===== src/rtl/universal_reg_async_low_if.sv =====
// Bus interface for universal_reg_async_low: control/data inputs and register outputs.
// clk and the active-low reset stay as plain ports on the register itself.
interface universal_reg_async_low_if #(
    parameter int unsigned WIDTH = 8
);
    logic             en;
    logic [2:0]       mode;
    logic [WIDTH-1:0] d;
    logic             sin_l;
    logic             sin_r;
    logic [WIDTH-1:0] q;
    logic [WIDTH-1:0] q_bar;
    logic             sout_l;
    logic             sout_r;
    logic             tc;

    modport master (
        output en, mode, d, sin_l, sin_r,
        input  q, q_bar, sout_l, sout_r, tc
    );

    modport slave (
        input  en, mode, d, sin_l, sin_r,
        output q, q_bar, sout_l, sout_r, tc
    );
endinterface


===== src/rtl/universal_reg_async_low.sv =====
// Universal WIDTH-bit register: hold, load, shift, rotate and up/down count,
// with a terminal-count flag and an asynchronous active-low reset to RST_VAL.
// Each bit is its own DFF cell (clear or preset chosen from RST_VAL) fed by an
// 8:1 next-state mux plus an enable mux; count carry/borrow ripples across bits.
module universal_reg_async_low #(
    parameter int unsigned WIDTH   = 8,
    parameter logic [63:0] RST_VAL = 64'd0
) (
    input  logic                    clk,
    input  logic                    r,
    universal_reg_async_low_if.slave bus
);

    localparam logic [WIDTH-1:0] L_RST_VAL = WIDTH'(RST_VAL);

    localparam logic [2:0] MODE_HOLD = 3'b000;
    localparam logic [2:0] MODE_LOAD = 3'b001;
    localparam logic [2:0] MODE_SHL  = 3'b010;
    localparam logic [2:0] MODE_SHR  = 3'b011;
    localparam logic [2:0] MODE_ROL  = 3'b100;
    localparam logic [2:0] MODE_ROR  = 3'b101;
    localparam logic [2:0] MODE_UP   = 3'b110;
    localparam logic [2:0] MODE_DOWN = 3'b111;

    logic [WIDTH-1:0] w_q;
    logic [WIDTH-1:0] w_shiftLeft;
    logic [WIDTH-1:0] w_shiftRight;
    logic [WIDTH-1:0] w_rotLeft;
    logic [WIDTH-1:0] w_rotRight;
    logic [WIDTH-1:0] w_inc;
    logic [WIDTH-1:0] w_dec;
    logic [WIDTH:0]   w_carry;
    logic [WIDTH:0]   w_borrow;

    assign w_shiftLeft  = {w_q[WIDTH-2:0], bus.sin_l};
    assign w_shiftRight = {bus.sin_r, w_q[WIDTH-1:1]};
    assign w_rotLeft    = {w_q[WIDTH-2:0], w_q[WIDTH-1]};
    assign w_rotRight   = {w_q[0], w_q[WIDTH-1:1]};

    // Ripple chain seeds: adding one / subtracting one always toggles bit 0.
    assign w_carry[0]  = 1'b1;
    assign w_borrow[0] = 1'b1;

    for (genvar i = 0; i < WIDTH; i++) begin : g_cell
        logic r_bit;
        logic w_sel;
        logic w_d;

        assign w_carry[i+1]  = w_carry[i] & w_q[i];
        assign w_borrow[i+1] = w_borrow[i] & ~w_q[i];
        assign w_inc[i]      = w_q[i] ^ w_carry[i];
        assign w_dec[i]      = w_q[i] ^ w_borrow[i];

        // Per-bit 8:1 next-state mux selected by mode, then the enable feedback mux.
        always_comb begin
            w_sel = w_q[i];
            case (bus.mode)
                MODE_HOLD: w_sel = w_q[i];
                MODE_LOAD: w_sel = bus.d[i];
                MODE_SHL:  w_sel = w_shiftLeft[i];
                MODE_SHR:  w_sel = w_shiftRight[i];
                MODE_ROL:  w_sel = w_rotLeft[i];
                MODE_ROR:  w_sel = w_rotRight[i];
                MODE_UP:   w_sel = w_inc[i];
                MODE_DOWN: w_sel = w_dec[i];
                default:   w_sel = w_q[i];
            endcase
            w_d = bus.en ? w_sel : r_bit;
        end

        // Storage cell: async clear or preset to this bit of RST_VAL, else capture.
        always_ff @(posedge clk or negedge r) begin
            if (!r) begin
                r_bit <= L_RST_VAL[i];
            end else begin
                r_bit <= w_d;
            end
        end

        assign w_q[i] = r_bit;
    end

    assign bus.q      = w_q;
    assign bus.q_bar  = ~w_q;
    assign bus.sout_l = w_q[WIDTH-1];
    assign bus.sout_r = w_q[0];

    // Ripple chain outputs double as the all-ones / all-zeros detectors.
    assign bus.tc = ((bus.mode == MODE_UP)   && w_carry[WIDTH]) ||
                    ((bus.mode == MODE_DOWN) && w_borrow[WIDTH]);

endmodule

===== src/flat_wrapper.sv =====
// flat-port wrapper written by rule: the top's interface ports become plain ports
module universal_reg_async_low_flat 
#(
    parameter int unsigned WIDTH   = 8,
    parameter logic [63:0] RST_VAL = 64'd0
)
  (clk, r, bus_en, bus_mode, bus_d, bus_sin_l, bus_sin_r, bus_q, bus_q_bar, bus_sout_l, bus_sout_r, bus_tc);
  universal_reg_async_low_if #(.WIDTH(WIDTH)) bus_i ();
  input  logic clk;
  input  logic r;
  input wire logic [$bits(bus_i.en)-1:0] bus_en;
  input wire logic [$bits(bus_i.mode)-1:0] bus_mode;
  input wire logic [$bits(bus_i.d)-1:0] bus_d;
  input wire logic [$bits(bus_i.sin_l)-1:0] bus_sin_l;
  input wire logic [$bits(bus_i.sin_r)-1:0] bus_sin_r;
  output wire logic [$bits(bus_i.q)-1:0] bus_q;
  output wire logic [$bits(bus_i.q_bar)-1:0] bus_q_bar;
  output wire logic [$bits(bus_i.sout_l)-1:0] bus_sout_l;
  output wire logic [$bits(bus_i.sout_r)-1:0] bus_sout_r;
  output wire logic [$bits(bus_i.tc)-1:0] bus_tc;
  assign bus_i.en = bus_en;
  assign bus_i.mode = bus_mode;
  assign bus_i.d = bus_d;
  assign bus_i.sin_l = bus_sin_l;
  assign bus_i.sin_r = bus_sin_r;
  assign bus_q = bus_i.q;
  assign bus_q_bar = bus_i.q_bar;
  assign bus_sout_l = bus_i.sout_l;
  assign bus_sout_r = bus_i.sout_r;
  assign bus_tc = bus_i.tc;
  universal_reg_async_low #(.WIDTH(WIDTH), .RST_VAL(RST_VAL)) u_core (.clk(clk), .r(r), .bus(bus_i));
endmodule

===== config.mk =====
export PLATFORM = sky130hd
export DESIGN_NAME = universal_reg_async_low_flat
export DESIGN_NICKNAME = d
export VERILOG_FILES = /design/src/rtl/universal_reg_async_low_if.sv /design/src/rtl/universal_reg_async_low.sv /design/src/flat_wrapper.sv
export SDC_FILE = /design/constraint.sdc
export NUM_CORES = 1
export LEC_CHECK = 0
export ABC_CLOCK_PERIOD_IN_PS = 2600
export BUFFER_PORTS_ARGS = -buffer_cell sky130_fd_sc_hd__buf_2
export CAP_MARGIN = 15
export CELL_PAD_IN_SITES_DETAIL_PLACEMENT = 1
export CELL_PAD_IN_SITES_GLOBAL_PLACEMENT = 2
export CORE_MARGIN = 10
export CORE_UTILIZATION = 26
export DETAILED_ROUTE_END_ITERATION = 10
export GPL_ROUTABILITY_DRIVEN = 0
export PLACE_DENSITY_LB_ADDON = 0.1
export REMOVE_ABC_BUFFERS = 1
export SLEW_MARGIN = 30
export SYNTH_ARGS = -nofsm -noshare
export SYNTH_HDL_FRONTEND = slang
export SYNTH_SLANG_ARGS = --single-unit

===== constraint.sdc =====
create_clock -name clk -period 2.6 [get_ports clk]
set_clock_uncertainty 0.2 [all_clocks]
set_input_delay 0.52 -clock clk [delete_from_list [all_inputs] [get_ports clk]]
set_output_delay 0.52 -clock clk [all_outputs]
set_load 0.05 [all_outputs]

==> results.cfg <==
[critical_path]
path_class = reg2out
crit_buf_inv = 1
critPathSlowestCell = dfrtp_2
cp-end-kind = primary output
crit_arrival_ps = 1780
path_cells = or3_4 > nor3_4 > a41oi_1 > nor2_1 > clkbuf_4
cp_top_family = simple AND/OR/NAND/NOR gates
worstPathRequired_ps = 1880
crit_fanout = 8
max_stage_delay_ps = 450
start_kind = flip-flop

[run]
maxCapViolations = 0

[floorplanning]
die_h_um = 81.03
io_pins = 35
start_util_pct = 26.65
die_area_um2 = 6566
die_w_um = 81.03
rows = 22
placeableCoreArea_um2 = 3633

[layout]
fin_util_pct = 33.47
diodes = 0
syn_to_final_growth_pct = 25.58
layout_common_cells = buf_2 (33), nor2_1 (12), a21oi_1 (11)
final_cell_area_um2 = 1216
layout-drive-gt1-share_pct = 32.10
fillers = 490
final_cells = 210
layout_commonest_cell = buf_2
fin_nets = 180

[route]
ant_nets = 0
drt_first_pass_iters = 4
wirelength_mm = 3.647
remaining_drc_errors = 0
vias = 1100
via_per_inst = 5.238
drtIter0Drc = 46
wl_per_cell_um = 17.37

[logic_synthesis]
ys_seq_area_share_pct = 20.67
postSynthAreaPerCell_um2 = 7.227
ys_async_sr_fraction_pct = 100.0
yosys_warnings = 0
synth_cell_types = 40
ys.flop_type = dfrtp_1
synth_top_area_share_pct = 20.67
synthTopCellsByArea = dfrtp_1 (21%), mux2i_1 (7.2%), buf_4 (6.2%)
ys_ff_latch = 8
synth.largest_area_cell = dfrtp_1
synth_area_um2 = 968.4
synth_edf_count = 0
synth_cells = 134

[cts]
clock_path_buffers = 2
clkTransAtPathRegs_ps = 40
worstSkewPairLatency_ps = 230
cts-root-buf = clkbuf_8
clkSinkCount = 8
post_cts_buffers = 0
cts_tree = done
cts_max_level = 1
cts_inserted_buffers = 3

[power_and_ir_drop]
p_leak_nw = 0.5417
p_total_mw = 0.8726
peakVddDrop_mv = 0.2840
power_density_nw_per_um2 = 717.5

[grt]
grt_overflow = 0
grt_pass1_vias = 1219
grt_max_degree = 19
track_usage_pct = 11.50
grt_pass1_wl_mm = 6.044
antenna_found_initial = 0

[place]
dp_hpwl_mm = 2.850
post_dp_cell_area_um2 = 1161
io_buffers = 34
place_ws_ps = 278.5
dp.cells = 206

[timing]
slew_violations = 0
fmax_mhz = 400.1
slew_headroom_pct = 78.53
rsz0062_at_grt = false
timing.final.ws_setup_ps = 100.8
finalHoldViolCount = 0
fin_tns_setup_ps = 0
finalCritPeriodShare_pct = 96.12
timing.final.crit_period_ps = 2499
hold_slack_ps = 354.5
worst_pin_slew_ps = 321.5
finalSetupViolCount = 0

[worst_hold_path]
hold_path_class = in2reg

[run_status]
status = completed
[worst paths after layout]
path,startpoint,slack (ps),cells after the start,endpoint
hold reg to reg,u_core.g_cell[3].r_bit,470,2,u_core.g_cell[3].r_bit
setup reg to reg,u_core.g_cell[2].r_bit,690,5,u_core.bus.sout_l
max in group asynchronous,r,1520,2,u_core.g_cell[2].r_bit
setup / recovery,u_core.g_cell[2].r_bit,100,5,bus_tc
min in group asynchronous,r,470,2,u_core.g_cell[6].r_bit
hold / removal,bus_en,350,2,u_core.g_cell[2].r_bit
[worst reg2reg max path: cells and delay by family (launching register included)]
family	cells	cell delay (ps)
AND/OR/NAND/NOR	3	730
flip-flops	1	450
AO/OA/AOI/OAI	2	450
[layer usage]
metal / up-vias / GRT usage, % / routed length, um
li1: 552 / - / -
met4: 0 / 3.460 / 27
met5: - / 0 / 0
met2: 24 / 18.71 / 1651
met3: 4 / 3.753 / 246
met1: 520 / 14.10 / 1722
[report_power, final]
group,internal (mW),switching [mW]
combinational,0.146,0.377
sequential,0.150,0.0424
clock,0.101,0.0555
total,0.398,0.475
[cells in the mapped netlist, types with 3 or more instances]
| cell | number |
|---|---|
| nor2_1 | 12 |
| nand3_1 | 4 |
| nand2_1 | 6 |
| a31oi_1 | 3 |
| buf_4 | 8 |
| clkbuf_1 | 5 |
| nor3_1 | 4 |
| mux2i_1 | 7 |
| o22ai_1 | 4 |
| dfrtp_1 | 8 |
| o21ai_0 | 6 |
| o31a_1 | 3 |
| nand2b_1 | 3 |
| o21ai_1 | 4 |
| inv_1 | 9 |
| a21oi_1 | 11 |
| a221oi_1 | 4 |
| buf_2 | 6 |
[cells by family after synthesis]
family	after synthesis	synth area share, %
XOR/XNOR	1	0.9046
AO/OA/AOI/OAI	49	34.11
AND/OR/NAND/NOR	39	21.58
multiplexers	7	7.235
flip-flops	8	20.67
buffers and inverters	30	15.50
[cell type report]
| type | count | area, um^2 | area share [%] |
|---|---|---|---|
| Clock buffer | 3 | 41.29 | 3.395 |
| Inverter | 10 | 37.54 | 3.086 |
| Multi-Input combinational cell | 96 | 618.1 | 50.82 |
| Sequential cell | 8 | 201.4 | 16.56 |
| Tap cell | 48 | 60.06 | 4.938 |
| Timing Repair Buffer | 45 | 257.7 | 21.19 |
[state kept, by name (all words and copies together) (netlist names)]
name	flops
u_core.bus.sout_l	1
u_core.g_cell.r_bit	6
u_core.bus.sout_r	1
[what timing repair did]
action,in CTS,in global routing
resized for setup,0,2
hold buffers,1,0
setup endpoints to repair,0,1
endpoints found under the hold margin,8,0
Power figures use the tool's default switching activity.
